File: src/rtl/io_uart_responder.sv
// io_uart_responder
//   IO-port responder for the processor IO bus. Three byte ports at BASE_PORT:
//     +0  TX data   (write pushes into TX FIFO, read returns 0)
//     +1  status    (read: {0,frame_err,tx_busy,rx_overrun,rx_full,rx_valid,tx_empty,tx_full};
//                    write: 1 in bit4 clears rx_overrun, 1 in bit6 clears frame_err)
//     +2  RX data   (read returns RX FIFO head, strobe pops it)
//   An 8N1 transmitter drains the TX FIFO and an 8N1 receiver fills the RX FIFO.
// Ports:
//   clk100, reset (async, active high)
//   IO_port_ID, IO_write_data, IO_write_strobe, IO_read_strobe -> bus inputs
//   IO_read_data -> combinational read data for the live IO_port_ID
//   uart_rxd (async serial in), uart_txd (serial out, idles high)
// Optional build macro: UART_LOOPBACK_EN feeds uart_txd back into the receiver.
module io_uart_responder #(
  parameter int         CLKS_PER_BIT = 868,
  parameter int         FIFO_DEPTH   = 4,
  parameter logic [7:0] BASE_PORT    = 8'h00
) (
  input  logic       clk100,
  input  logic       reset,
  input  logic [7:0] IO_port_ID,
  input  logic [7:0] IO_write_data,
  input  logic       IO_write_strobe,
  input  logic       IO_read_strobe,
  output logic [7:0] IO_read_data,
  input  logic       uart_rxd,
  output logic       uart_txd
);
  localparam int BW = $clog2(CLKS_PER_BIT);
  localparam int AW = $clog2(FIFO_DEPTH);
  localparam int CW = AW + 1;
  localparam logic [BW-1:0] BAUD_LAST = BW'(CLKS_PER_BIT - 1);
  localparam logic [BW-1:0] BAUD_HALF = BW'(CLKS_PER_BIT / 2 - 1);
  localparam logic [CW-1:0] DEPTH     = CW'(FIFO_DEPTH);
  localparam logic [7:0]    P_TX      = BASE_PORT;
  localparam logic [7:0]    P_ST      = BASE_PORT + 8'd1;
  localparam logic [7:0]    P_RX      = BASE_PORT + 8'd2;

  typedef enum logic [1:0] {S_IDLE, S_START, S_DATA, S_STOP} uart_state_e;

  // Strobes arrive one cycle after their port ID, so decode against the delayed ID.
  logic [7:0] port_id_q;
  always_ff @(posedge clk100 or posedge reset)
    if (reset) port_id_q <= '0;
    else       port_id_q <= IO_port_ID;

  logic wr_tx, wr_stat, rd_rx;
  assign wr_tx   = IO_write_strobe && (port_id_q == P_TX);
  assign wr_stat = IO_write_strobe && (port_id_q == P_ST);
  assign rd_rx   = IO_read_strobe  && (port_id_q == P_RX);

  // ---------------- TX FIFO ----------------
  logic [7:0]    tx_mem_q [FIFO_DEPTH];
  logic [AW-1:0] tx_wr_q, tx_rd_q;
  logic [CW-1:0] tx_cnt_q;
  logic          tx_pop, tx_push, tx_empty, tx_full;
  assign tx_empty = (tx_cnt_q == '0);
  assign tx_full  = (tx_cnt_q == DEPTH);
  assign tx_push  = wr_tx && (!tx_full || tx_pop);

  always_ff @(posedge clk100 or posedge reset) begin
    if (reset) begin
      for (int i = 0; i < FIFO_DEPTH; i++) tx_mem_q[i] <= '0;
      tx_wr_q  <= '0;
      tx_rd_q  <= '0;
      tx_cnt_q <= '0;
    end else begin
      if (tx_push) begin
        tx_mem_q[tx_wr_q] <= IO_write_data;
        tx_wr_q           <= tx_wr_q + AW'(1);
      end
      if (tx_pop) tx_rd_q <= tx_rd_q + AW'(1);
      if (tx_push && !tx_pop)      tx_cnt_q <= tx_cnt_q + CW'(1);
      else if (!tx_push && tx_pop) tx_cnt_q <= tx_cnt_q - CW'(1);
    end
  end

  // ---------------- TX FSM ----------------
  uart_state_e   tx_state_q, tx_state_d;
  logic [BW-1:0] tx_baud_q, tx_baud_d;
  logic [2:0]    tx_bit_q, tx_bit_d;
  logic [7:0]    tx_shift_q, tx_shift_d;
  logic          txd_q, txd_d;

  always_comb begin
    tx_state_d = tx_state_q;
    tx_baud_d  = tx_baud_q;
    tx_bit_d   = tx_bit_q;
    tx_shift_d = tx_shift_q;
    tx_pop     = 1'b0;
    if (tx_state_q != S_IDLE && tx_baud_q != '0) tx_baud_d = tx_baud_q - BW'(1);
    case (tx_state_q)
      S_IDLE: if (!tx_empty) begin
        tx_pop     = 1'b1;
        tx_shift_d = tx_mem_q[tx_rd_q];
        tx_baud_d  = BAUD_LAST;
        tx_state_d = S_START;
      end
      S_START: if (tx_baud_q == '0) begin
        tx_baud_d  = BAUD_LAST;
        tx_bit_d   = '0;
        tx_state_d = S_DATA;
      end
      S_DATA: if (tx_baud_q == '0) begin
        tx_baud_d  = BAUD_LAST;
        tx_shift_d = {1'b0, tx_shift_q[7:1]};
        if (tx_bit_q == 3'd7) tx_state_d = S_STOP;
        else                  tx_bit_d   = tx_bit_q + 3'd1;
      end
      S_STOP: if (tx_baud_q == '0) begin
        // Back-to-back frames: chain straight into the next start bit.
        if (!tx_empty) begin
          tx_pop     = 1'b1;
          tx_shift_d = tx_mem_q[tx_rd_q];
          tx_baud_d  = BAUD_LAST;
          tx_state_d = S_START;
        end else begin
          tx_state_d = S_IDLE;
        end
      end
      default: tx_state_d = S_IDLE;
    endcase
    // Output is registered from the next state so the pin never glitches.
    case (tx_state_d)
      S_START: txd_d = 1'b0;
      S_DATA:  txd_d = tx_shift_d[0];
      default: txd_d = 1'b1;
    endcase
  end

  always_ff @(posedge clk100 or posedge reset) begin
    if (reset) begin
      tx_state_q <= S_IDLE;
      tx_baud_q  <= '0;
      tx_bit_q   <= '0;
      tx_shift_q <= '0;
      txd_q      <= 1'b1;
    end else begin
      tx_state_q <= tx_state_d;
      tx_baud_q  <= tx_baud_d;
      tx_bit_q   <= tx_bit_d;
      tx_shift_q <= tx_shift_d;
      txd_q      <= txd_d;
    end
  end
  assign uart_txd = txd_q;

  // ---------------- RX synchronizer ----------------
  logic rx_src;
`ifdef UART_LOOPBACK_EN
  assign rx_src = txd_q;
`else
  assign rx_src = uart_rxd;
`endif
  logic rx_s1_q, rxs_q, rx_prev_q;
  always_ff @(posedge clk100 or posedge reset) begin
    if (reset) begin
      rx_s1_q   <= 1'b1;
      rxs_q     <= 1'b1;
      rx_prev_q <= 1'b1;
    end else begin
      rx_s1_q   <= rx_src;
      rxs_q     <= rx_s1_q;
      rx_prev_q <= rxs_q;
    end
  end

  // ---------------- RX FSM ----------------
  uart_state_e   rx_state_q, rx_state_d;
  logic [BW-1:0] rx_baud_q, rx_baud_d;
  logic [2:0]    rx_bit_q, rx_bit_d;
  logic [7:0]    rx_shift_q, rx_shift_d;
  logic          rx_push_req, ferr_set;

  always_comb begin
    rx_state_d  = rx_state_q;
    rx_baud_d   = rx_baud_q;
    rx_bit_d    = rx_bit_q;
    rx_shift_d  = rx_shift_q;
    rx_push_req = 1'b0;
    ferr_set    = 1'b0;
    if (rx_state_q != S_IDLE && rx_baud_q != '0) rx_baud_d = rx_baud_q - BW'(1);
    case (rx_state_q)
      S_IDLE: if (rx_prev_q && !rxs_q) begin
        rx_baud_d  = BAUD_HALF;
        rx_state_d = S_START;
      end
      S_START: if (rx_baud_q == '0) begin
        // Line back high at mid start bit: treat as a glitch.
        if (rxs_q) rx_state_d = S_IDLE;
        else begin
          rx_baud_d  = BAUD_LAST;
          rx_bit_d   = '0;
          rx_state_d = S_DATA;
        end
      end
      S_DATA: if (rx_baud_q == '0) begin
        rx_baud_d  = BAUD_LAST;
        rx_shift_d = {rxs_q, rx_shift_q[7:1]};
        if (rx_bit_q == 3'd7) rx_state_d = S_STOP;
        else                  rx_bit_d   = rx_bit_q + 3'd1;
      end
      S_STOP: if (rx_baud_q == '0) begin
        rx_state_d = S_IDLE;
        if (rxs_q) rx_push_req = 1'b1;
        else       ferr_set    = 1'b1;
      end
      default: rx_state_d = S_IDLE;
    endcase
  end

  always_ff @(posedge clk100 or posedge reset) begin
    if (reset) begin
      rx_state_q <= S_IDLE;
      rx_baud_q  <= '0;
      rx_bit_q   <= '0;
      rx_shift_q <= '0;
    end else begin
      rx_state_q <= rx_state_d;
      rx_baud_q  <= rx_baud_d;
      rx_bit_q   <= rx_bit_d;
      rx_shift_q <= rx_shift_d;
    end
  end

  // ---------------- RX FIFO and sticky flags ----------------
  logic [7:0]    rx_mem_q [FIFO_DEPTH];
  logic [AW-1:0] rx_wr_q, rx_rd_q;
  logic [CW-1:0] rx_cnt_q;
  logic          rx_empty, rx_full, rx_pop, rx_push, ovr_set;
  logic          ovr_q, ovr_d, ferr_q, ferr_d;
  assign rx_empty = (rx_cnt_q == '0);
  assign rx_full  = (rx_cnt_q == DEPTH);
  assign rx_pop   = rd_rx && !rx_empty;
  // A same-cycle pop frees a slot, so a full FIFO still accepts the byte.
  assign rx_push  = rx_push_req && (!rx_full || rx_pop);
  assign ovr_set  = rx_push_req && rx_full && !rx_pop;
  // Set wins over a same-cycle clear.
  assign ovr_d    = ovr_set  || (ovr_q  && !(wr_stat && IO_write_data[4]));
  assign ferr_d   = ferr_set || (ferr_q && !(wr_stat && IO_write_data[6]));

  always_ff @(posedge clk100 or posedge reset) begin
    if (reset) begin
      for (int i = 0; i < FIFO_DEPTH; i++) rx_mem_q[i] <= '0;
      rx_wr_q  <= '0;
      rx_rd_q  <= '0;
      rx_cnt_q <= '0;
      ovr_q    <= 1'b0;
      ferr_q   <= 1'b0;
    end else begin
      if (rx_push) begin
        rx_mem_q[rx_wr_q] <= rx_shift_d;
        rx_wr_q           <= rx_wr_q + AW'(1);
      end
      if (rx_pop) rx_rd_q <= rx_rd_q + AW'(1);
      if (rx_push && !rx_pop)      rx_cnt_q <= rx_cnt_q + CW'(1);
      else if (!rx_push && rx_pop) rx_cnt_q <= rx_cnt_q - CW'(1);
      ovr_q  <= ovr_d;
      ferr_q <= ferr_d;
    end
  end

  // ---------------- Read mux (live port ID) ----------------
  logic [7:0] status;
  assign status = {1'b0, ferr_q, (tx_state_q != S_IDLE), ovr_q,
                   rx_full, !rx_empty, tx_empty, tx_full};

  always_comb begin
    IO_read_data = '0;
    if (IO_port_ID == P_ST)                    IO_read_data = status;
    else if (IO_port_ID == P_RX && !rx_empty)  IO_read_data = rx_mem_q[rx_rd_q];
  end
endmodule

File: config.mk
export PLATFORM = sky130hd
export DESIGN_NAME = io_uart_responder
export DESIGN_NICKNAME = d
export VERILOG_FILES = /design/src/rtl/io_uart_responder.sv
export SDC_FILE = /design/constraint.sdc
export NUM_CORES = 1
export LEC_CHECK = 0
export BUFFER_PORTS_ARGS = -buffer_cell sky130_fd_sc_hd__buf_4
export CORE_ASPECT_RATIO = 1.25
export CORE_MARGIN = 3
export CORE_UTILIZATION = 45
export CTS_BUF_LIST = sky130_fd_sc_hd__clkbuf_4
export DETAILED_ROUTE_END_ITERATION = 7
export GPL_TIMING_DRIVEN = 0
export PLACE_DENSITY = 0.67
export SETUP_SLACK_MARGIN = 0.5
export SLEW_MARGIN = 20
export SYNTH_ARGS = -nofsm -noshare
export SYNTH_HDL_FRONTEND = slang
export SYNTH_SLANG_ARGS = --single-unit
File: constraint.sdc
create_clock -name clk100 -period 5 [get_ports clk100]
set_input_delay 0.5 -clock clk100 [delete_from_list [all_inputs] [get_ports clk100]]
set_output_delay 0.5 -clock clk100 [all_outputs]
set_load 0.02 [all_outputs]
; Yosys cells after proc, flatten, opt, wreduce, memory -nomap -nowiden
; Index checks and enable logic that the tools add are counted.
[word_totals]
elab_cells = 204
output_inout_bits = 9
register_bits = 138
inputBits = 21
[classes]
bitwise = 4
n_lt_le_gt_ge = 6
n_mux = 68
add_sub_neg = 12
n_eq_ne = 27
n_reduce_logical = 57
[op_table]
columns = cell, n
row1 = $mux 8, 13
row2 = $mux 10, 9
row3 = $bwmux 32, 2
row4 = $pmux 10 s3, 2
row5 = $mux 3, 11
row6 = $bmux 8 s2, 2
row7 = $demux 8 s2, 2
row8 = $pmux 8 s3, 1
row9 = $logic_and 1x1->1, 22
row10 = $mux 2, 11
row11 = $ne 2x2->1 const B, 11
row12 = $logic_not 10->1, 2
row13 = $reduce_bool 10->1, 2
row14 = $sub 10x1->10 const B, 2
row15 = $eq 8x1->1 const B, 2
row16 = $eq 8x2->1 const B, 2
row17 = $pmux 2 s4, 2
row18 = $add 3x1->3 const B, 4
row19 = $eq 3x3->1 const B, 4
row20 = $ge 3x3->1 const B, 4
row21 = $not 2->3, 4
row22 = $pmux 3 s2, 2
row23 = $reduce_bool 2->1, 6
row24 = $eq 2x2->1 const B, 5
row25 = other kinds (16), 47

; Longest topological paths before layout
[logic_depth]
depth_word = 10
mapped_depth = 13

; Worst setup path before layout
; Ideal clock, no wire load.
[synth_path]
path_type = register -> register
from = register rx_baud_q[0]
to = register rx_cnt_q[2]
path_stages_with_launch = 12
required_ns = 4.921
path_slack_ns = 1.935
setup_time_ns = 0.079
arrival_ns = 2.985
path_cell_list = dfrtp_1 -> inv_1 -> ha_1 -> or3b_1 -> or3_4 -> a311oi_4 -> ha_1 -> inv_1 -> fa_1 -> xor2_1 -> nor2_1 -> xor2_1
[synth_between]
elab_chain_cells = 7
[synth_rtl]
columns = item, line
row1 = "start, declared", 170  ; logic [BW-1:0] rx_baud_q, rx_baud_d;
row2 = "start signal, assigned", 220  ; rx_baud_q <= rx_baud_d;
row3 = $logic_not 10->1 *, 203  ; S_STOP: if (rx_baud_q == '0) begin
row4 = $mux 1 *, 203
row5 = $mux 1 *, 183  ; case (rx_state_q)
row6 = $logic_and 1x1->1 *, 236  ; assign rx_push = rx_push_req && (!rx_full || rx_pop);
row7 = named net rx_push, 230  ; logic rx_empty, rx_full, rx_pop, rx_push, ovr_set;
row8 = $logic_not 1->1, 257  ; else if (!rx_push && rx_pop) rx_cnt_q <= rx_cnt_q - CW'(1);
row9 = $logic_and 1x1->1, 257
row10 = $reduce_bool 2->1 (no source line), -
row11 = "end signal, assigned", 256  ; if (rx_push && !rx_pop) rx_cnt_q <= rx_cnt_q + CW'(1);
row12 = "end signal, assigned", 257
row13 = "end, declared", 229  ; logic [CW-1:0] rx_cnt_q;
; Mark *: on every way through the listed nets, which the timed path passes. The rest lies on a longest branch.
; A chain may end at the register's enable or synchronous reset.

; Worst setup path after layout
; Same ends and word-level chain as after synthesis.

==> run summary <==
status -> finished clean
non-filler cells, final -> 816
FF-to-FF End -> rx_cnt_q[2]$_DFFE_PP0P_
asr flop ratio synth -> 1.00
Final nets -> 671
Post-synth EDFFs -> 0
worst hold margin -> 0.0527 ns
Sw Share -> 0.257
placed standard-cell area -> 7090 um2
max-slew violations -> 0
Synth warnings -> 0
max-cap violation count -> 0
Clock power frac -> 0.332
Yosys reg bits -> 138
1st-pass router iterations -> 4
CP Capture Type -> flop
Die W -> 114 um
P&R area growth vs syn -> 11.6%
Least-Margin Pin Slew -> 0.897 ns
Layout Skew -> 0.0171 ns
leakage -> 0.00343 uW
leading area contributor after synthesis -> dfrtp_1
Yosys cell types -> 60
starting density of the core -> 0.469
internal cell power -> 1580 uW
most frequent cells in the layout -> 134 x dfrtp_1, 60 x nand2_1, 45 x o21ai_0
CP Launch Point -> rx_baud_q[0]$_DFF_PP0_
period utilisation layout -> 0.670
WL/cell -> 16.6 um
crit path DAT -> 3.84 ns
sw power -> 547 uW
Slew headroom -> 0.398
initial antenna violation count -> 1
Seq pwr share -> 0.564
Power Density -> 288 nW/um2
H-Tree Depth -> 4
RSZ-0062 raised after global routing -> false
CP max stage cell -> a311oi_4
GPL Wtd Cong -> 0.776
layout cells sized above 1 -> 0.214
max incr delay on CP -> 0.59 ns
clock sink count -> 138
synthesized area -> 6620 um2
syn avg cell area -> 11.5 um2
Synth top area share -> 0.507
Period minus WS final -> 3.35 ns
worst-skew pair later-pin latency -> 0.55 ns
final core occ -> 0.523
post_cts resized -> 0
critical path cell sequence -> inv_1 > ha_1 > or3b_1 > or3_4 > a311oi_4 > ha_1 > inv_1 > fa_1 > xor2_1 > nor2_1 > xor2_1
Req. time, crit path -> 5.49 ns
part of the power in combinational logic -> 0.104
crit path launch type -> flop
number of DRC markers in iteration 0 -> 207
via count -> 4,558
Max clock buf depth -> 2
GR Util All Layers -> 0.178
vias in the first global route -> 4,689
Die H -> 142 um
Detail Placement HPWL -> 9680 um
crit path kind -> reg -> reg
clock-pin slew on the worst setup and hold paths -> 0.12 ns
Final ANT Viol Nets -> 0
core outline area -> 14,100 um2
Peak Freq -> 299 MHz
Post-Layout Inst Area -> 7380 um2
Residual DRC -> 0
most common cell after layout, fill and taps aside -> dfrtp_1
count of final setup violators -> 0
worst setup path endpoint -> rx_cnt_q[2]$_DFFE_PP0P_
Ports -> 30
total grt overflow -> 0
R2R depth -> 11
Syn Inst Count -> 576
post-DR vias/cell -> 5.59
placement row count -> 48
reg2reg setup slack -> 1.65 ns
Num CTS Buffers -> 17
placed instance count -> 781
root buf cell -> clkbuf_4
first-pass GRT wire length -> 22,700 um
largest net degree at the start of global routing -> 99
Synthesized Nets -> 620
buffers added on ports -> 29
Final Hold Violating Endpoints -> 0
fraction of the yosys area taken by sequential cells -> 0.522
worst vdd ir -> 0.172 mV
TritonCTS clock tree -> built
die area -> 16,200 um2
crit path max fanout -> 8
Post-synth top flop -> dfrtp_1
total wire length -> 13,500 um
synth top area cells -> dfrtp_1 51%, mux2_2 6.0%, mux4_2 5.4%
HP Class -> in -> reg
worst r2r src -> rx_baud_q[0]$_DFF_PP0_
[final cells by class]
cell class                      instances  area, um2
Multi-Input combinational cell        383       2920
Antenna cell                            1       2.50
Clock inverter                          9       98.8
Buffer                                 22        121
Inverter                               33        131
Clock buffer                           23        173
Sequential cell                       138       3460
Timing Repair Buffer                   32        265
Fill cell                            1207       6730
Tap cell                              175        219
[logic make-up (layout without fill, tap and decap cells)]
family / count (synthesis) / after routing / synth area share
muxes: 67 / 67 / 0.138
buffers and inverters: 55 / 119 / 0.0371
and+or+nand+nor: 158 / 158 / 0.116
AOI/OAI and AO/OA: 106 / 106 / 0.102
other: 0 / 1 / 0
DFF: 138 / 138 / 0.522
adders and majority gates: 23 / 23 / 0.0457
xor gates and xnor gates: 29 / 29 / 0.0384
[power by group through the flow]
| stage | Clock, uW | Sequential (uW) | Combinational (uW) |
|---|---|---|---|
| floorplan | 0 | 1210 | 166 |
| global placement | 0 | 1220 | 213 |
| detailed placement | 0 | 1220 | 223 |
| CTS | 726 | 1200 | 224 |
| global route | 771 | 1200 | 252 |
| finish | 706 | 1200 | 221 |
[routing by layer]
| layer | up-vias | GRT usage | wire length [um] |
|---|---|---|---|
| met3 | 26 | 0.0474 | 505 |
| met1 | 2292 | 0.223 | 5900 |
| met5 | - | 0 | 0 |
| met2 | 87 | 0.296 | 6870 |
| li1 | 2153 | - | - |
| met4 | 0 | 0.0688 | 267 |
[repair_timing]
item,CTS,global route
buffers inserted,0,0
endpoints found under the hold margin,39,1
hold buffers,1,1
[synthesized netlist by cell type (5+ instances only)]
cell type	instances
a21oi_1	12
a22o_1	8
clkbuf_1	12
dfrtp_1	134
ha_1	21
inv_1	33
mux2_2	35
mux2i_1	16
mux4_2	16
nand2_1	60
nand3_1	11
nor2_1	31
nor2b_1	5
nor3_1	17
o21ai_0	45
o21ai_1	8
o22ai_1	8
xnor2_1	15
xor2_1	14
[flip-flops by register name, summed over array words and instances (netlist names), 8 cells and up, named ones only]
signal	flops
port_id_q	8
rx_baud_q	10
rx_mem_q	32
rx_shift_q	8
tx_baud_q	10
tx_mem_q	32
tx_shift_q	8
[critical path: cells and delay by family (launching register included)]
family | cells | cell delay [ns]
xor gates and xnor gates | 2 | 0.32
and+or+nand+nor | 3 | 1.00
adders and majority gates | 3 | 0.84
AOI/OAI and AO/OA | 1 | 0.59
DFF | 1 | 0.42
buffers and inverters | 2 | 0.13
[how the worst min path moves through the flow]
stage,end,slack (ns),start,cells after the start
finish,port_id_q[5]$_DFF_PP0_,0.05,IO_port_ID[5],1
global route,port_id_q[4]$_DFF_PP0_,0.007,IO_port_ID[4],1
CTS,rx_s1_q$_DFF_PP1_,0.003,uart_rxd,1
detailed placement,rxs_q$_DFF_PP1_,0.35,rx_s1_q$_DFF_PP1_,0
global placement,rxs_q$_DFF_PP1_,0.35,rx_s1_q$_DFF_PP1_,0
floorplan,rxs_q$_DFF_PP1_,0.35,rx_s1_q$_DFF_PP1_,0
[through the flow]
step / power [uW] / setup WS, ns / TNS [ns]
floorplan: 1380 / 0.810 / 0
detailed placement: 1440 / 1.65 / 0
finish: 2130 / 1.65 / 0
global route: 2230 / 1.40 / 0
global placement: 1430 / -0.599 / -78.60
CTS: 2150 / 1.62 / 0
(Power assumes the default switching activity.)
